<file path="src/rtl/vppm_frame_sync_pkg.sv">
// Shared definitions for the VPPM receive path: frame FSM states, frame error codes
// and the popcount helper used by the sync correlator.
package vppm_frame_sync_pkg;

    typedef enum logic [1:0] {
        HUNT    = 2'd0,
        LEN     = 2'd1,
        PAYLOAD = 2'd2,
        CHK     = 2'd3
    } fsmState_t;

    typedef enum logic [1:0] {
        ERR_OK  = 2'd0,
        ERR_CHK = 2'd1,
        ERR_LEN = 2'd2,
        ERR_TMO = 2'd3
    } errCode_t;

    function automatic logic [4:0] popCount16(input logic [15:0] v);
        logic [4:0] n;
        n = '0;
        for (int unsigned i = 0; i < 16; i++) begin
            n = n + 5'(v[i]);
        end
        return n;
    endfunction

endpackage

</file>
<file path="src/rtl/sync_correlator.sv">
// Sliding 16-bit sync correlator: shifts in every qualified bit and flags a match
// when the freshly shifted window is within SYNC_TOL bit errors of SYNC_WORD.
module sync_correlator
    import vppm_frame_sync_pkg::*;
#(
    parameter logic [15:0] SYNC_WORD = 16'hA5C3,
    parameter int unsigned SYNC_TOL  = 1
) (
    input  logic clk,
    input  logic rst_n,
    input  logic bitIn,
    input  logic bitValid,
    input  logic clear,
    output logic match
);

    logic [15:0] shiftReg;
    logic [15:0] shiftNext;
    logic [4:0]  fillCnt;

    assign shiftNext = {shiftReg[14:0], bitIn};

    // A clear also drops a coincident bit: that bit still belongs to the frame being closed.
    always_ff @(posedge clk or negedge rst_n) begin
        if (!rst_n) begin
            shiftReg <= '0;
            fillCnt  <= '0;
        end else if (clear) begin
            shiftReg <= '0;
            fillCnt  <= '0;
        end else if (bitValid) begin
            shiftReg <= shiftNext;
            if (fillCnt != 5'd16) begin
                fillCnt <= fillCnt + 5'd1;
            end
        end
    end

    assign match = bitValid && (fillCnt >= 5'd15) &&
                   (32'(popCount16(shiftNext ^ SYNC_WORD)) <= SYNC_TOL);

endmodule

</file>
<file path="src/rtl/vppm_frame_sync.sv">
// VPPM frame synchroniser: hunts for the sync word, then assembles LEN | PAYLOAD | CHK
// frames, streams payload bytes and reports frame status on frame_end.
module vppm_frame_sync
    import vppm_frame_sync_pkg::*;
#(
    parameter logic [15:0] SYNC_WORD = 16'hA5C3,
    parameter int unsigned SYNC_TOL  = 1,
    parameter int unsigned MAX_LEN   = 64,
    parameter int unsigned TIMEOUT   = 4096
) (
    input  logic       clk,
    input  logic       rst_n,
    input  logic       bit_in,
    input  logic       bit_valid,
    output logic [7:0] byte_out,
    output logic       byte_valid,
    output logic       frame_start,
    output logic       frame_end,
    output logic       frame_ok,
    output logic [1:0] err_code,
    output logic       locked
);

    localparam logic [7:0]  MAX_LEN_B = 8'(MAX_LEN);
    // Timer holds (cycles since last strobe - 1); abort is registered so frame_end lands TIMEOUT clks after the strobe.
    localparam logic [12:0] TMO_LAST  = 13'(TIMEOUT - 2);

    fsmState_t  state, stateNext;
    errCode_t   errReg, errNext, endErr;
    logic [2:0] bitCnt, bitCntNext;
    logic [7:0] byteSr, byteSrNext;
    logic [7:0] acc, accNext;
    logic [7:0] remaining, remainingNext;
    logic [7:0] byteOutNext;
    logic [7:0] newByte;
    logic [12:0] timer, timerNext;
    logic       firstByte, firstByteNext;
    logic       byteValidNext, frameStartNext, frameEndNext, frameOkNext, lockedNext;
    logic       syncMatch, byteDone, timeoutHit, endFrame;

    sync_correlator #(
        .SYNC_WORD(SYNC_WORD),
        .SYNC_TOL (SYNC_TOL)
    ) uCorr (
        .clk     (clk),
        .rst_n   (rst_n),
        .bitIn   (bit_in),
        .bitValid(bit_valid),
        .clear   (endFrame),
        .match   (syncMatch)
    );

    assign newByte    = {byteSr[6:0], bit_in};
    assign byteDone   = bit_valid && (bitCnt == 3'd7);
    assign timeoutHit = (state != HUNT) && !bit_valid && (timer == TMO_LAST);
    assign err_code   = errReg;

    always_comb begin
        stateNext      = state;
        bitCntNext     = bitCnt;
        byteSrNext     = byteSr;
        accNext        = acc;
        remainingNext  = remaining;
        firstByteNext  = firstByte;
        timerNext      = '0;
        byteOutNext    = byte_out;
        byteValidNext  = 1'b0;
        frameStartNext = 1'b0;
        frameEndNext   = 1'b0;
        frameOkNext    = frame_ok;
        errNext        = errReg;
        lockedNext     = locked;
        endFrame       = 1'b0;
        endErr         = ERR_OK;

        if (bit_valid) begin
            byteSrNext = newByte;
        end
        if (state != HUNT) begin
            timerNext = bit_valid ? '0 : timer + 13'd1;
            if (bit_valid) begin
                bitCntNext = bitCnt + 3'd1;
            end
        end

        if (timeoutHit) begin
            endFrame = 1'b1;
            endErr   = ERR_TMO;
        end else begin
            case (state)
                HUNT: begin
                    bitCntNext = '0;
                    if (syncMatch) begin
                        stateNext  = LEN;
                        lockedNext = 1'b1;
                    end
                end
                LEN: begin
                    if (byteDone) begin
                        if (newByte > MAX_LEN_B) begin
                            endFrame = 1'b1;
                            endErr   = ERR_LEN;
                        end else if (newByte == 8'd0) begin
                            accNext   = '0;
                            stateNext = CHK;
                        end else begin
                            accNext       = newByte;
                            remainingNext = newByte;
                            firstByteNext = 1'b1;
                            stateNext     = PAYLOAD;
                        end
                    end
                end
                PAYLOAD: begin
                    if (byteDone) begin
                        byteOutNext    = newByte;
                        byteValidNext  = 1'b1;
                        frameStartNext = firstByte;
                        firstByteNext  = 1'b0;
                        accNext        = acc + newByte;
                        remainingNext  = remaining - 8'd1;
                        if (remaining == 8'd1) begin
                            stateNext = CHK;
                        end
                    end
                end
                CHK: begin
                    if (byteDone) begin
                        endFrame = 1'b1;
                        endErr   = (newByte == acc) ? ERR_OK : ERR_CHK;
                    end
                end
                default: stateNext = HUNT;
            endcase
        end

        if (endFrame) begin
            stateNext    = HUNT;
            lockedNext   = 1'b0;
            frameEndNext = 1'b1;
            frameOkNext  = (endErr == ERR_OK);
            errNext      = endErr;
            timerNext    = '0;
        end
    end

    always_ff @(posedge clk or negedge rst_n) begin
        if (!rst_n) begin
            state       <= HUNT;
            bitCnt      <= '0;
            byteSr      <= '0;
            acc         <= '0;
            remaining   <= '0;
            firstByte   <= 1'b0;
            timer       <= '0;
            byte_out    <= '0;
            byte_valid  <= 1'b0;
            frame_start <= 1'b0;
            frame_end   <= 1'b0;
            frame_ok    <= 1'b0;
            errReg      <= ERR_OK;
            locked      <= 1'b0;
        end else begin
            state       <= stateNext;
            bitCnt      <= bitCntNext;
            byteSr      <= byteSrNext;
            acc         <= accNext;
            remaining   <= remainingNext;
            firstByte   <= firstByteNext;
            timer       <= timerNext;
            byte_out    <= byteOutNext;
            byte_valid  <= byteValidNext;
            frame_start <= frameStartNext;
            frame_end   <= frameEndNext;
            frame_ok    <= frameOkNext;
            errReg      <= errNext;
            locked      <= lockedNext;
        end
    end

endmodule

</file>
<file path="config.mk">
export PLATFORM = sky130hd
export DESIGN_NAME = vppm_frame_sync
export DESIGN_NICKNAME = d
export VERILOG_FILES = /design/src/rtl/vppm_frame_sync_pkg.sv /design/src/rtl/sync_correlator.sv /design/src/rtl/vppm_frame_sync.sv
export SDC_FILE = /design/constraint.sdc
export NUM_CORES = 1
export LEC_CHECK = 0
export ABC_CLOCK_PERIOD_IN_PS = 5350
export CORE_MARGIN = 3
export CORE_UTILIZATION = 30
export CTS_BUF_LIST = sky130_fd_sc_hd__clkbuf_4 sky130_fd_sc_hd__clkbuf_8
export CTS_CLUSTER_DIAMETER = 150
export DETAILED_ROUTE_END_ITERATION = 16
export PLACE_DENSITY_LB_ADDON = 0.25
export SLEW_MARGIN = 20
export SYNTH_ARGS = -nofsm -noshare
export SYNTH_HDL_FRONTEND = slang
export SYNTH_SLANG_ARGS = --single-unit
</file>
<file path="constraint.sdc">
create_clock -name clk -period 5.35 [get_ports clk]
set_input_delay 1.07 -clock clk [delete_from_list [all_inputs] [get_ports clk]]
set_output_delay 1.07 -clock clk [all_outputs]
set_load 0.05 [all_outputs]
</file>
* Word level (Yosys, flattened, before mapping) *
Index checks and enable logic that the tools add are counted.

cells by class
  $add $sub $neg = 20
  magnitude comparators = 3
  equality and inequality tests = 18
  multiplexer cells = 57
  bitwise operators = 2
  reductions and logical operators = 22

operators by type and width
  kind                                                   count
  adder 5 x 1 -> 5 bit                                   13
  two-way mux 8 bit                                      8
  two-way mux 13 bit                                     3
  case mux 8 bit (2 select lines)                        2
  two-way mux 15 bit                                     2
  two-way mux 1 bit                                      21
  two-way mux 2 bit                                      10
  two-way mux 5 bit                                      3
  != test 3 bit, second input constant                   5
  adder 13 x 1 -> 13 bit, second input constant          1
  equality test 13 x 12 -> 1 bit, second input constant  1
  two-way mux 3 bit                                      4
  nonzero test 2 bit                                     6
  adder 8 bit                                            1
  equality test 8 x 1 -> 1 bit, second input constant    1
  equality test 8 bit                                    1
  > comparator 8 x 7 -> 1 bit, second input constant     1
  zero test 8 bit                                        1
  != test 2 bit, second input constant                   4
  inverter 8 bit                                         1
  subtractor 8 x 1 -> 8 bit, second input constant       1
  AND reduction 7 bit                                    1
  case mux 2 bit (3 select lines)                        1
  AND reduction 3 bit                                    2
  21 further kinds                                       28

storage, ports and cells
  register bits after elaboration = 77
  bits of input ports = 4
  output and inout bits = 15
  logic and storage cells = 138

* Depth between registers and ports, before layout *
Gate-level depths: netlist of the first run.

  depth in word-level cells = 22
  depth in mapped cells = 14
  gate-level depth less buffers = 14

* Modules after synthesis *
From an unflattened synthesis of the first run, not the netlist that was laid out.

second synthesis, totals
  cell total of the unflattened synthesis = 418
  area, all modules = 4,317.9 µm²

modules (own cells, without submodules)
  module           times used  cells an instance  area each (µm²)  seq. area each (µm²)
  vppm_frame_sync  1           297                3,020.4          1,426.4
  sync_correlator  1           121                1,297.5          500.5

* Worst setup path before layout of the first run *
OpenSTA, ideal clock, no wires.

  path type = input-to-reg
  from = in bit_in
  to = reg state[0]
  library setup time = 0.079 ns
  arrival = 5.085 ns
  required time = 5.271 ns
  setup slack = 0.186 ns
  cell stages on the path = 14
  buffers on the path = 0
  cell sequence = inv_1 -> fa_1 -> fa_1 -> inv_1 -> fa_1 -> fa_1 -> inv_1 -> fa_1 -> ha_1 -> fa_1 -> nor4b_1 -> o2111a_1 -> o211a_1 -> mux2i_1

between the ends
  longest elaborated chain between the ends = 20
  elaborated cells between the ends (all ways) = 38
  classes of those cells = 15 x add/sub; 2 x order compare; 6 x eq/ne; 10 x mux; 1 x bitwise; 4 x reduce/logical

ends and longest elaborated chain
  element                               line                       source
  start, declared                       vppm_frame_sync.sv:13      input logic bit_in,
  inverter 8 bit (no source line)       --
  adder 1 x 1 -> 2 bit                  vppm_frame_sync_pkg.sv:23  n = n + 5'(v[i]);
  adder 2 x 1 -> 3 bit                  vppm_frame_sync_pkg.sv:23
  adder 5 x 1 -> 5 bit (13 in a row)    vppm_frame_sync_pkg.sv:23
  <= comparator 5 x 1 -> 1 bit          sync_correlator.sv:40      (32'(popCount16(shiftNext ^ SYNC_WORD)) <= SYNC_TOL);
  logical AND 1 bit                     sync_correlator.sv:39      assign match = bitValid && (fillCnt >= 5'd15) &&
  != test 3 bit (no source line)        --
  AND reduction 7 bit (no source line)  --
  end signal, assigned                  vppm_frame_sync.sv:164     state <= stateNext;
  end, declared                         vppm_frame_sync.sv:28      fsmState_t state, stateNext;

Several ways; a longest one is shown, not always the timed one. The select of a mux whose other input is x is not followed.
A chain may end at the register's enable or synchronous reset.

* Final worst setup path of the first run *
Same ends and word-level chain as after synthesis.

==> impl_metrics.ini, run 1 <==
[cells_and_area]
area_delta_synth_final_pct = 12.7
nets = 488
multiInputGateArea_um2 = 2290
nFillCells = 1437
antenna_cells = 0
final_core_util_pct = 35.3
design_area_um2 = 5010
drive_above_1_share_pct = 12.8
stdcell_count = 633
final-seq-area_um2 = 1930

[clock_tree]
htreeDepth = 3
cts_tree = built
cts.sinks = 77
ctsHoldBuffers = 0
post_cts_buffers = 0
clock_tree.root_cell = clkbuf_8
numCtsBuffers = 9
clock_path_buffers = 2
clk_pin_slew_ps = 80
clk_latency_ps = 360

[yosys]
ys.flop_type = dfrtp_1
yosys_warnings = 0
synth_most_common_cell = dfrtp_1
ys_top_cells_by_area = dfrtp_1 (43%), ha_1 (7.0%), mux2_2 (5.8%)
netlist_top_cells_count = dfrtp_1 (77), nor2_1 (46), inv_1 (41)
syn_avg_cell_area_um2 = 10.4
synth_top_area_cell = dfrtp_1
ys_seq_area_share_pct = 43.3
synth_area_um2 = 4450
synthArstFlopShare_pct = 100
synth_fp_nets = 470
synth_top_area_share_pct = 43.3
synth_seq_cells = 77
syn_inst = 430
synth_cell_types = 52
synth-edff-count = 0

[floorplanning]
start_util_pct = 31.3
die_w_um = 128
pin_count = 19
rows = 43
core_um2 = 14200
die_h_um = 128
die_area_um2 = 16300

[sta]
fin_worst_skew_ps = 9.83
relSlewSlack_pct = 50.6
setup_viol = 0
hold_viol = 0
rsz0062_at_grt = no
finalCritPeriodShare_pct = 95.4
worst_slew_pin_slew_ps = 740
max_freq_ghz = 0.196
setup_ws_ps = 245
whs_ps = 482
setup_tns_ps = 0
period_minus_slack_ps = 5100
slew_violations = 0

[route]
wl_met2_um = 4290
finalWirelength_um = 9250
num_vias = 3097
top_layer = met4
first_pass_iters = 6
remaining_drc_errors = 0
vias_per_cell = 4.89
drt-met1-wl_um = 4570
ant_nets = 0
drt_iter0_markers = 170
avgRoutedWirePerCell_um = 14.6
routed-wl-met3_um = 237

[power]
finalPower_mw = 2.97
power.leakage_nw = 2.37
powerDensity_nw_per_um2 = 592
peakVddDrop_uv = 298

[setup_path]
crit_path_top_delay_cell = fa_1
cp-start-kind = input pin
path_delay_family = adder cells
crit_chain = clkbuf_2 -> inv_1 -> fa_1 -> fa_1 -> inv_1 -> fa_1 -> fa_1 -> inv_1 -> fa_1 -> ha_1 -> fa_1 -> nor4b_2 -> o2111a_1 -> o211a_1 -> mux2i_1
cp.required_ps = 5640
cp_max_fo = 2
cp.buffers_inverters = 4
worst_setup_path_end_kind = flop
worst_path_most_repeated_cell = fa_1
crit_path_max_incr_delay_ps = 510
r2r-start = uCorr.shiftReg[1]
crit_path_start = bit_in
critPathKind = in -> reg
critical_path_arrival_ps = 5390

[global_routing]
antenna_found_initial = 0
grt_pass1_vias = 3107
grt_pass1_wl_um = 16200
grt.total_usage_pct = 12.4
grt_max_degree = 78
grt_remaining_overflow = 0

[placed_design]
hpwl_um = 6400
placed_cells = 617
place_ws_ps = -747
place_congestion = 0.782
postPlaceCellArea_um2 = 4810
port_buffers = 18

[run_status]
status = finished, final reports clean

[min_path]
hold_class = reg -> reg
hold_start = byte_out[1]

[flow_run]
drv_cap = 0
[cells in the final DEF (no fill, tap or decap), types with 2 or more instances in the layout]
cell and count:
mux2i_1 20, nor4_1 7, clkbuf_8 13, nor2b_1 3, o21ai_0 16, nand3b_1 2
clkbuf_4 3, and4_1 3, mux2_2 23, nand4_1 5, inv_1 41, ha_1 25
or2_2 6, nor3_1 6, a221oi_1 6, clkdlybuf4s50_1 16, xor2_1 10, buf_4 5
dfrtp_1 77, a21oi_1 6, nand2_1 27, nand2b_1 2, fa_1 11, and2_1 4
and3_1 9, o31ai_1 7, xnor2_1 10, nor2_1 46, nand3_1 15, a21o_1 2
o21a_1 2, o211ai_1 2
[sequential cells by signal, indices dropped and copies added, names as in the netlist, 3 cells and up]
signal and cells:
uCorr.shiftReg 15, remaining 8, bitCnt 3, acc 8, byteSr 7, byte_out 8, timer 13, uCorr.fillCnt 5
[worst paths after layout]
path | slack [ps] | to | cells after the start
hold reg to reg | 480 | byte_out[1] | 2
max in group asynchronous | 4090 | acc[6] | 1
setup reg to reg | 750 | state[0] | 13
hold / removal | 480 | byte_out[1] | 2
min in group asynchronous | 740 | remaining[4] | 1
setup / recovery | 250 | state[0] | 15
[area by class of cell]
cell class,count,share of cell area (%)
Clock buffer,16,4.02
Multi-Input combinational cell,296,45.7
Timing Repair Buffer,23,4.27
Inverter,41,3.07
Sequential cell,77,38.4
Tap cell,180,4.49
[worst register-to-register path: stages (launching register included)]
cell and delay, ps:
dfrtp_1 410, fa_1 500, fa_1 500, inv_1 50, fa_1 460, fa_1 510
inv_1 50, fa_1 450, ha_1 220, fa_1 450, nor4b_2 250, o2111a_1 260
o211a_1 220, mux2i_1 190
[power breakdown]
group / switching, mW / internal, mW / total (mW) / leakage (nW)
Combinational: 0.884 / 0.723 / 1.61 / 1.28
Clock: 0.209 / 0.236 / 0.445 / 0.107
Sequential: 0.169 / 0.746 / 0.915 / 0.987
Total: 1.26 / 1.71 / 2.97 / 2.37
[repair_timing]
action	in CTS	in global routing
pin swaps	4	5
setup endpoints to repair	3	2
gates resized for setup	2	2
[routing by layer]
layer	track usage, %	up-vias
met2	18.7	26
met1	17.2	1540
met4	3.50	0
li1	-	1517
met3	4.00	14
met5	0	-
[cell families after synthesis]
group	share of synthesized area [%]
and+or+nand+nor	16.1
DFF	43.3
buffers and inverters	5.34
AOI/OAI and AO/OA	9.08
muxes	10.3
adders and majority gates	12.0
xor gates and xnor gates	3.94
Power figures use the tool's default switching activity.
==> run 2: changes to the inputs <==
--- a/config.mk
+++ b/config.mk
@@ -5,14 +5,13 @@
 export SDC_FILE = /design/constraint.sdc
 export NUM_CORES = 1
 export LEC_CHECK = 0
-export ABC_CLOCK_PERIOD_IN_PS = 5350
+export ABC_CLOCK_PERIOD_IN_PS = 5930
 export CORE_MARGIN = 3
 export CORE_UTILIZATION = 30
 export CTS_BUF_LIST = sky130_fd_sc_hd__clkbuf_4 sky130_fd_sc_hd__clkbuf_8
 export CTS_CLUSTER_DIAMETER = 150
 export DETAILED_ROUTE_END_ITERATION = 16
 export PLACE_DENSITY_LB_ADDON = 0.25
-export SLEW_MARGIN = 20
 export SYNTH_ARGS = -nofsm -noshare
 export SYNTH_HDL_FRONTEND = slang
 export SYNTH_SLANG_ARGS = --single-unit
==> constraint.sdc (replaced) <==
create_clock -name clk -period 5.93 [get_ports clk]
set_input_delay 1.186 -clock clk [delete_from_list [all_inputs] [get_ports clk]]
set_output_delay 1.186 -clock clk [all_outputs]
set_load 0.05 [all_outputs]
==> impl_metrics.ini, run 2 (synthesis gave the netlist of run 1 again) <==
[run_status]
status = finished, final reports clean

[cells_and_area]
top_regs = uCorr.shiftReg x15, timer x13
layout_commonest_cell = dfrtp_1
nets = 487
antenna_cells = 0
drive_above_1_share_pct = 12.4
largest_register = uCorr.shiftReg
area_delta_synth_final_pct = 13.1
final_core_util_pct = 35.4
largest_register_ffs = 15
mostFrequentLayoutCells = dfrtp_1 (77), nor2_1 (46), inv_1 (41)

[setup_path]
r2r-start = uCorr.shiftReg[1]
cp-start-kind = input pin
crit_path_start = bit_in
cp.required_ps = 6220
reg2reg_to = state[0]
reg2reg_depth = 13
critPathKind = in -> reg
r2r_slack_ps = 1320
critical_path_arrival_ps = 5930
cp_max_fo = 2
worst_setup_path_end_kind = flop

[floorplanning]
die_h_um = 128
die_w_um = 128
pin_count = 19
start_util_pct = 31.3
core_um2 = 14200
rows = 43
die_area_um2 = 16300

[min_path]
hold_start = byte_out[1]
hold_path_end = byte_out[1]
hold_class = reg -> reg
hold_depth = 2

[clock_tree]
clk_latency_ps = 360
clock_tree.root_cell = clkbuf_8
post_cts_buffers = 0
cts-resized-gates = 0
cts.sinks = 77
ctsHoldBuffers = 0
numCtsBuffers = 9
cts_tree = built
htreeDepth = 3
clk_pin_slew_ps = 80
clock_path_buffers = 2

[placed_design]
place_ws_ps = -171
port_buffers = 18
hpwl_um = 6330
place_congestion = 0.781

[sta]
rsz0062_at_grt = no
slew_violations = 0
worst_slew_pin_slew_ps = 1020
relSlewSlack_pct = 32.2
period_minus_slack_ps = 5640
fin_worst_skew_ps = 11.0
max_freq_ghz = 0.177
finalCritPeriodShare_pct = 95.1
setup_viol = 0
hold_viol = 0
setup_ws_ps = 289

[power]
swShare_pct = 42.1
p_int_mw = 1.56
powerDensity_nw_per_um2 = 534
power.leakage_nw = 2.38
pwr-share-clk_pct = 17.0
peakVddDrop_uv = 286
p_comb_share_pct = 52.4
sequentialPowerShare_pct = 30.6
power_switching_mw = 1.13

[global_routing]
grt.total_usage_pct = 12.2
grt_max_degree = 78
antenna_found_initial = 0
grt_remaining_overflow = 0
grt_pass1_vias = 3133
grt_pass1_wl_um = 15900

[route]
remaining_drc_errors = 0
finalWirelength_um = 9190
ant_nets = 0
drt_iter0_markers = 190
avgRoutedWirePerCell_um = 14.5
first_pass_iters = 4
vias_per_cell = 4.88
num_vias = 3085

[flow_run]
drv_cap = 0
==> run 2: layout make-up <==
cell class,instances,area [um2]
Tap cell,180,225
Multi-Input combinational cell,296,2290
Clock buffer,12,159
Timing Repair Buffer,22,208
Sequential cell,77,1930
Clock inverter,4,70.1
Fill cell,1456,9170
Inverter,41,154
==> run 2: power by group through the flow <==
stage	clock (mW)	sequential [mW]	combinational, mW
global route	0.498	0.852	1.67
finish	0.457	0.824	1.41
detailed placement	0	0.838	1.37
floorplan	0	0.830	1.08
global placement	0	0.832	1.33
CTS	0.477	0.827	1.39
==> run 2: how the worst max path moves through the flow <==
stage	endpoint	slack (ps)	depth (start not counted)
3_5_place_dp	state[0]	-170	15
4_1_cts	state[0]	200	15
3_3_place_gp	state[0]	-100	15
5_1_grt	state[1]	80	15
2_1_floorplan	state[0]	650	14
6_report	state[0]	290	15
==> run 2: worst max-delay path, cell delays in order <==
cell and delay (ps):
clkdlybuf4s50_1 520, inv_1 90, fa_1 500, fa_1 490, inv_1 50, fa_1 470, fa_1 520, inv_1 60
fa_1 460, ha_1 220, fa_1 450, nor4b_2 270, o2111a_1 250, o211a_1 210, mux2i_1 190
==> run 2: stage by stage <==
stage	setup TNS, ps	instances	area [um2]	hold slack, ps	power (mW)
CTS	0	632	5030	502	2.69
detailed placement	-324	616	4800	482	2.21
finish	0	632	5030	494	2.69
global placement	-208	616	4800	478	2.17
global route	0	632	5030	516	3.02
floorplan	0	430	4450	464	1.91
==> run 2: layer usage <==
layer	up-vias	global-route usage, %	part of all wire (%)
met4	0	3.37	1.4
met3	11	4.00	4.0
met2	41	19.1	47
met5	-	0	0
li1	1512	-	-
met1	1521	16.3	48
==> run 3: changes to the inputs <==
--- a/config.mk
+++ b/config.mk
@@ -6,12 +6,15 @@
 export NUM_CORES = 1
 export LEC_CHECK = 0
 export ABC_CLOCK_PERIOD_IN_PS = 5930
+export CORE_ASPECT_RATIO = 0.6
 export CORE_MARGIN = 3
 export CORE_UTILIZATION = 30
 export CTS_BUF_LIST = sky130_fd_sc_hd__clkbuf_4 sky130_fd_sc_hd__clkbuf_8
 export CTS_CLUSTER_DIAMETER = 150
+export CTS_CLUSTER_SIZE = 24
 export DETAILED_ROUTE_END_ITERATION = 16
 export PLACE_DENSITY_LB_ADDON = 0.25
 export SYNTH_ARGS = -nofsm -noshare
 export SYNTH_HDL_FRONTEND = slang
+export SYNTH_HIERARCHICAL = 1
 export SYNTH_SLANG_ARGS = --single-unit
==> impl_metrics.ini, run 3 <==
[sta]
slew_violations = 0
max_freq_ghz = 0.178
hold_viol = 0
setup_viol = 0
worst_slew_pin_slew_ps = 1010
relSlewSlack_pct = 32.6
period_minus_slack_ps = 5630
finalCritPeriodShare_pct = 94.9
rsz0062_at_grt = no
fin_worst_skew_ps = 10.9

[floorplanning]
pin_count = 19
core_um2 = 13900
start_util_pct = 31.1
die_w_um = 161
die_area_um2 = 15900
die_h_um = 98.9
rows = 33

[clock_tree]
cts-resized-gates = 0
clk_pin_slew_ps = 80
cts.sinks = 77
clock_tree.root_cell = clkbuf_8
numCtsBuffers = 9
htreeDepth = 3
clk_latency_ps = 350
ctsHoldBuffers = 0
clock_path_buffers = 2
post_cts_buffers = 0
cts_tree = built

[route]
remaining_drc_errors = 0
vias_per_cell = 4.81
finalWirelength_um = 9330
first_pass_iters = 4
avgRoutedWirePerCell_um = 14.7
drt_iter0_markers = 218
ant_nets = 0
num_vias = 3044

[global_routing]
grt_pass1_wl_um = 16300
grt_remaining_overflow = 0
antenna_found_initial = 0
grt_pass1_vias = 3124
grt_max_degree = 78
grt.total_usage_pct = 12.7

[power]
powerDensity_nw_per_um2 = 522
peakVddDrop_uv = 281
finalPower_mw = 2.57
power.leakage_nw = 2.30

[yosys]
ys_top_cells_by_area = dfrtp_1 (45%), ha_1 (7.2%), mux2i_1 (5.3%)
synth_seq_cells = 77
synth_fp_nets = 458
yosys_warnings = 6
synth_cell_types = 55
synth-edff-count = 0
netlist_top_cells_count = dfrtp_1 (77), nor2_1 (54), inv_1 (40)
ys_seq_area_share_pct = 44.6
syn_inst = 418
synth_most_common_cell = dfrtp_1
synthArstFlopShare_pct = 100
synth_top_area_share_pct = 44.6
synth_top_area_cell = dfrtp_1
synth_area_um2 = 4320
ys.flop_type = dfrtp_1
syn_avg_cell_area_um2 = 10.3

[cells_and_area]
top_regs = uCorr/shiftReg x15, timer x13
drive_above_1_share_pct = 10.4
final_core_util_pct = 35.5
area_delta_synth_final_pct = 14.1
largest_register = uCorr/shiftReg
nets = 476
layout_commonest_cell = dfrtp_1
antenna_cells = 0
mostFrequentLayoutCells = dfrtp_1 (77), nor2_1 (54), inv_1 (40)
largest_register_ffs = 15

[min_path]
hold_class = reg -> reg

[setup_path]
worst_path_most_repeated_cell = fa_1
crit_chain = clkdlybuf4s50_1 -> inv_1 -> fa_1 -> inv_1 -> fa_1 -> fa_1 -> inv_1 -> fa_1 -> ha_1 -> fa_1 -> or4b_1 -> a221oi_2 -> mux2i_1 -> nor3_2 -> o21ai_0 -> o2bb2ai_1
cp.required_ps = 6160
cp.buffers_inverters = 4
critical_path_arrival_ps = 5860
worst_setup_path_end_kind = flop
cp-start-kind = input pin
crit_path_max_incr_delay_ps = 540
crit_path_top_delay_cell = or4b_1
cp_max_fo = 2
path_delay_family = adder cells
critPathKind = in -> reg

[run_status]
status = finished, final reports clean

[flow_run]
drv_cap = 0

[placed_design]
place_congestion = 0.790
hpwl_um = 6550
port_buffers = 18
==> run 3: changes by cell type after synthesis, moves of 3 or more <==
cell,previous run,this run
nor4_1,7,3
o22ai_1,0,7
or2_2,6,1
clkbuf_1,7,3
nand2_1,27,20
a221oi_1,6,0
and3_1,9,5
o31ai_1,7,0
a21oi_1,6,23
nor2_1,46,54
mux2_2,23,13
mux2i_1,20,23
==> run 3: final cells by class <==
class / instances / area (um2)
clock buffers: 12 / 153
clock inverters: 4 / 95.1
fillers: 1421 / 8950
inverters: 40 / 150
multi-input cells: 287 / 2170
flip-flops and latches: 77 / 1930
well taps: 192 / 240
repair buffers: 21 / 195
==> run 3: final timing paths <==
| path | startpoint | end | slack (ps) | cells after the start |
|---|---|---|---|---|
| worst max register to register | uCorr/shiftReg[9] | state[1] | 1320 | 15 |
| min in group asynchronous | rst_n | uCorr/shiftReg[5] | 970 | 1 |
| worst min register to register | byte_out[1] | byte_out[1] | 500 | 2 |
| max in group asynchronous | rst_n | byteSr[6] | 4260 | 1 |
| worst min-delay path | byte_out[1] | byte_out[1] | 500 | 2 |
| worst max-delay path | bit_in | state[1] | 300 | 16 |
==> run 3: power by group <==
part	internal, mW	switching, mW	leakage, nW
clock network	0.300	0.194	0.127
registers	0.647	0.145	0.975
logic	0.574	0.709	1.20
==> run 3: metrics by stage <==
stage          hold WS [ps]  cell area, um2  std cells  setup TNS, ps  worst slack (ps)
6_report                502            4930        633              0               305
5_1_grt                 530            4930        633              0              46.0
4_1_cts                 506            4920        633              0               222
3_5_place_dp            474            4670        617           -304              -152
3_3_place_gp            480            4670        617           -115             -57.7
2_1_floorplan           457            4320        418              0               700
==> run 3: logic make-up (layout without fill, tap and decap cells) <==
kind of cell    Yosys count  after routing  synth area share, %
flops                    77             77                 44.6
fa+ha+maj                36             36                 12.3
buf+inv                  54             77                 5.33
compound gates           68             68                 9.97
mux                      37             37                 9.07
xor+xnor                 17             17                 3.45
simple gates            129            129                 15.2
==> run 3: routing by layer <==
metal | up-vias | GRT usage (%) | routed length (um)
met1 | 1512 | 19.4 | 4980
li1 | 1469 | - | -
met5 | - | 0 | 0
met2 | 57 | 17.9 | 3910
met4 | 0 | 2.45 | 51
met3 | 6 | 3.70 | 394
==> run 3: worst register-to-register path, stage by stage, from the launching register on <==
cell and delay [ps]:
dfrtp_1 380, inv_1 80, fa_1 500, inv_1 50, fa_1 450, fa_1 510, inv_1 50, fa_1 450
ha_1 220, fa_1 430, or4b_1 540, a221oi_2 220, mux2i_1 130, nor3_2 140, o21ai_0 130, o2bb2ai_1 180
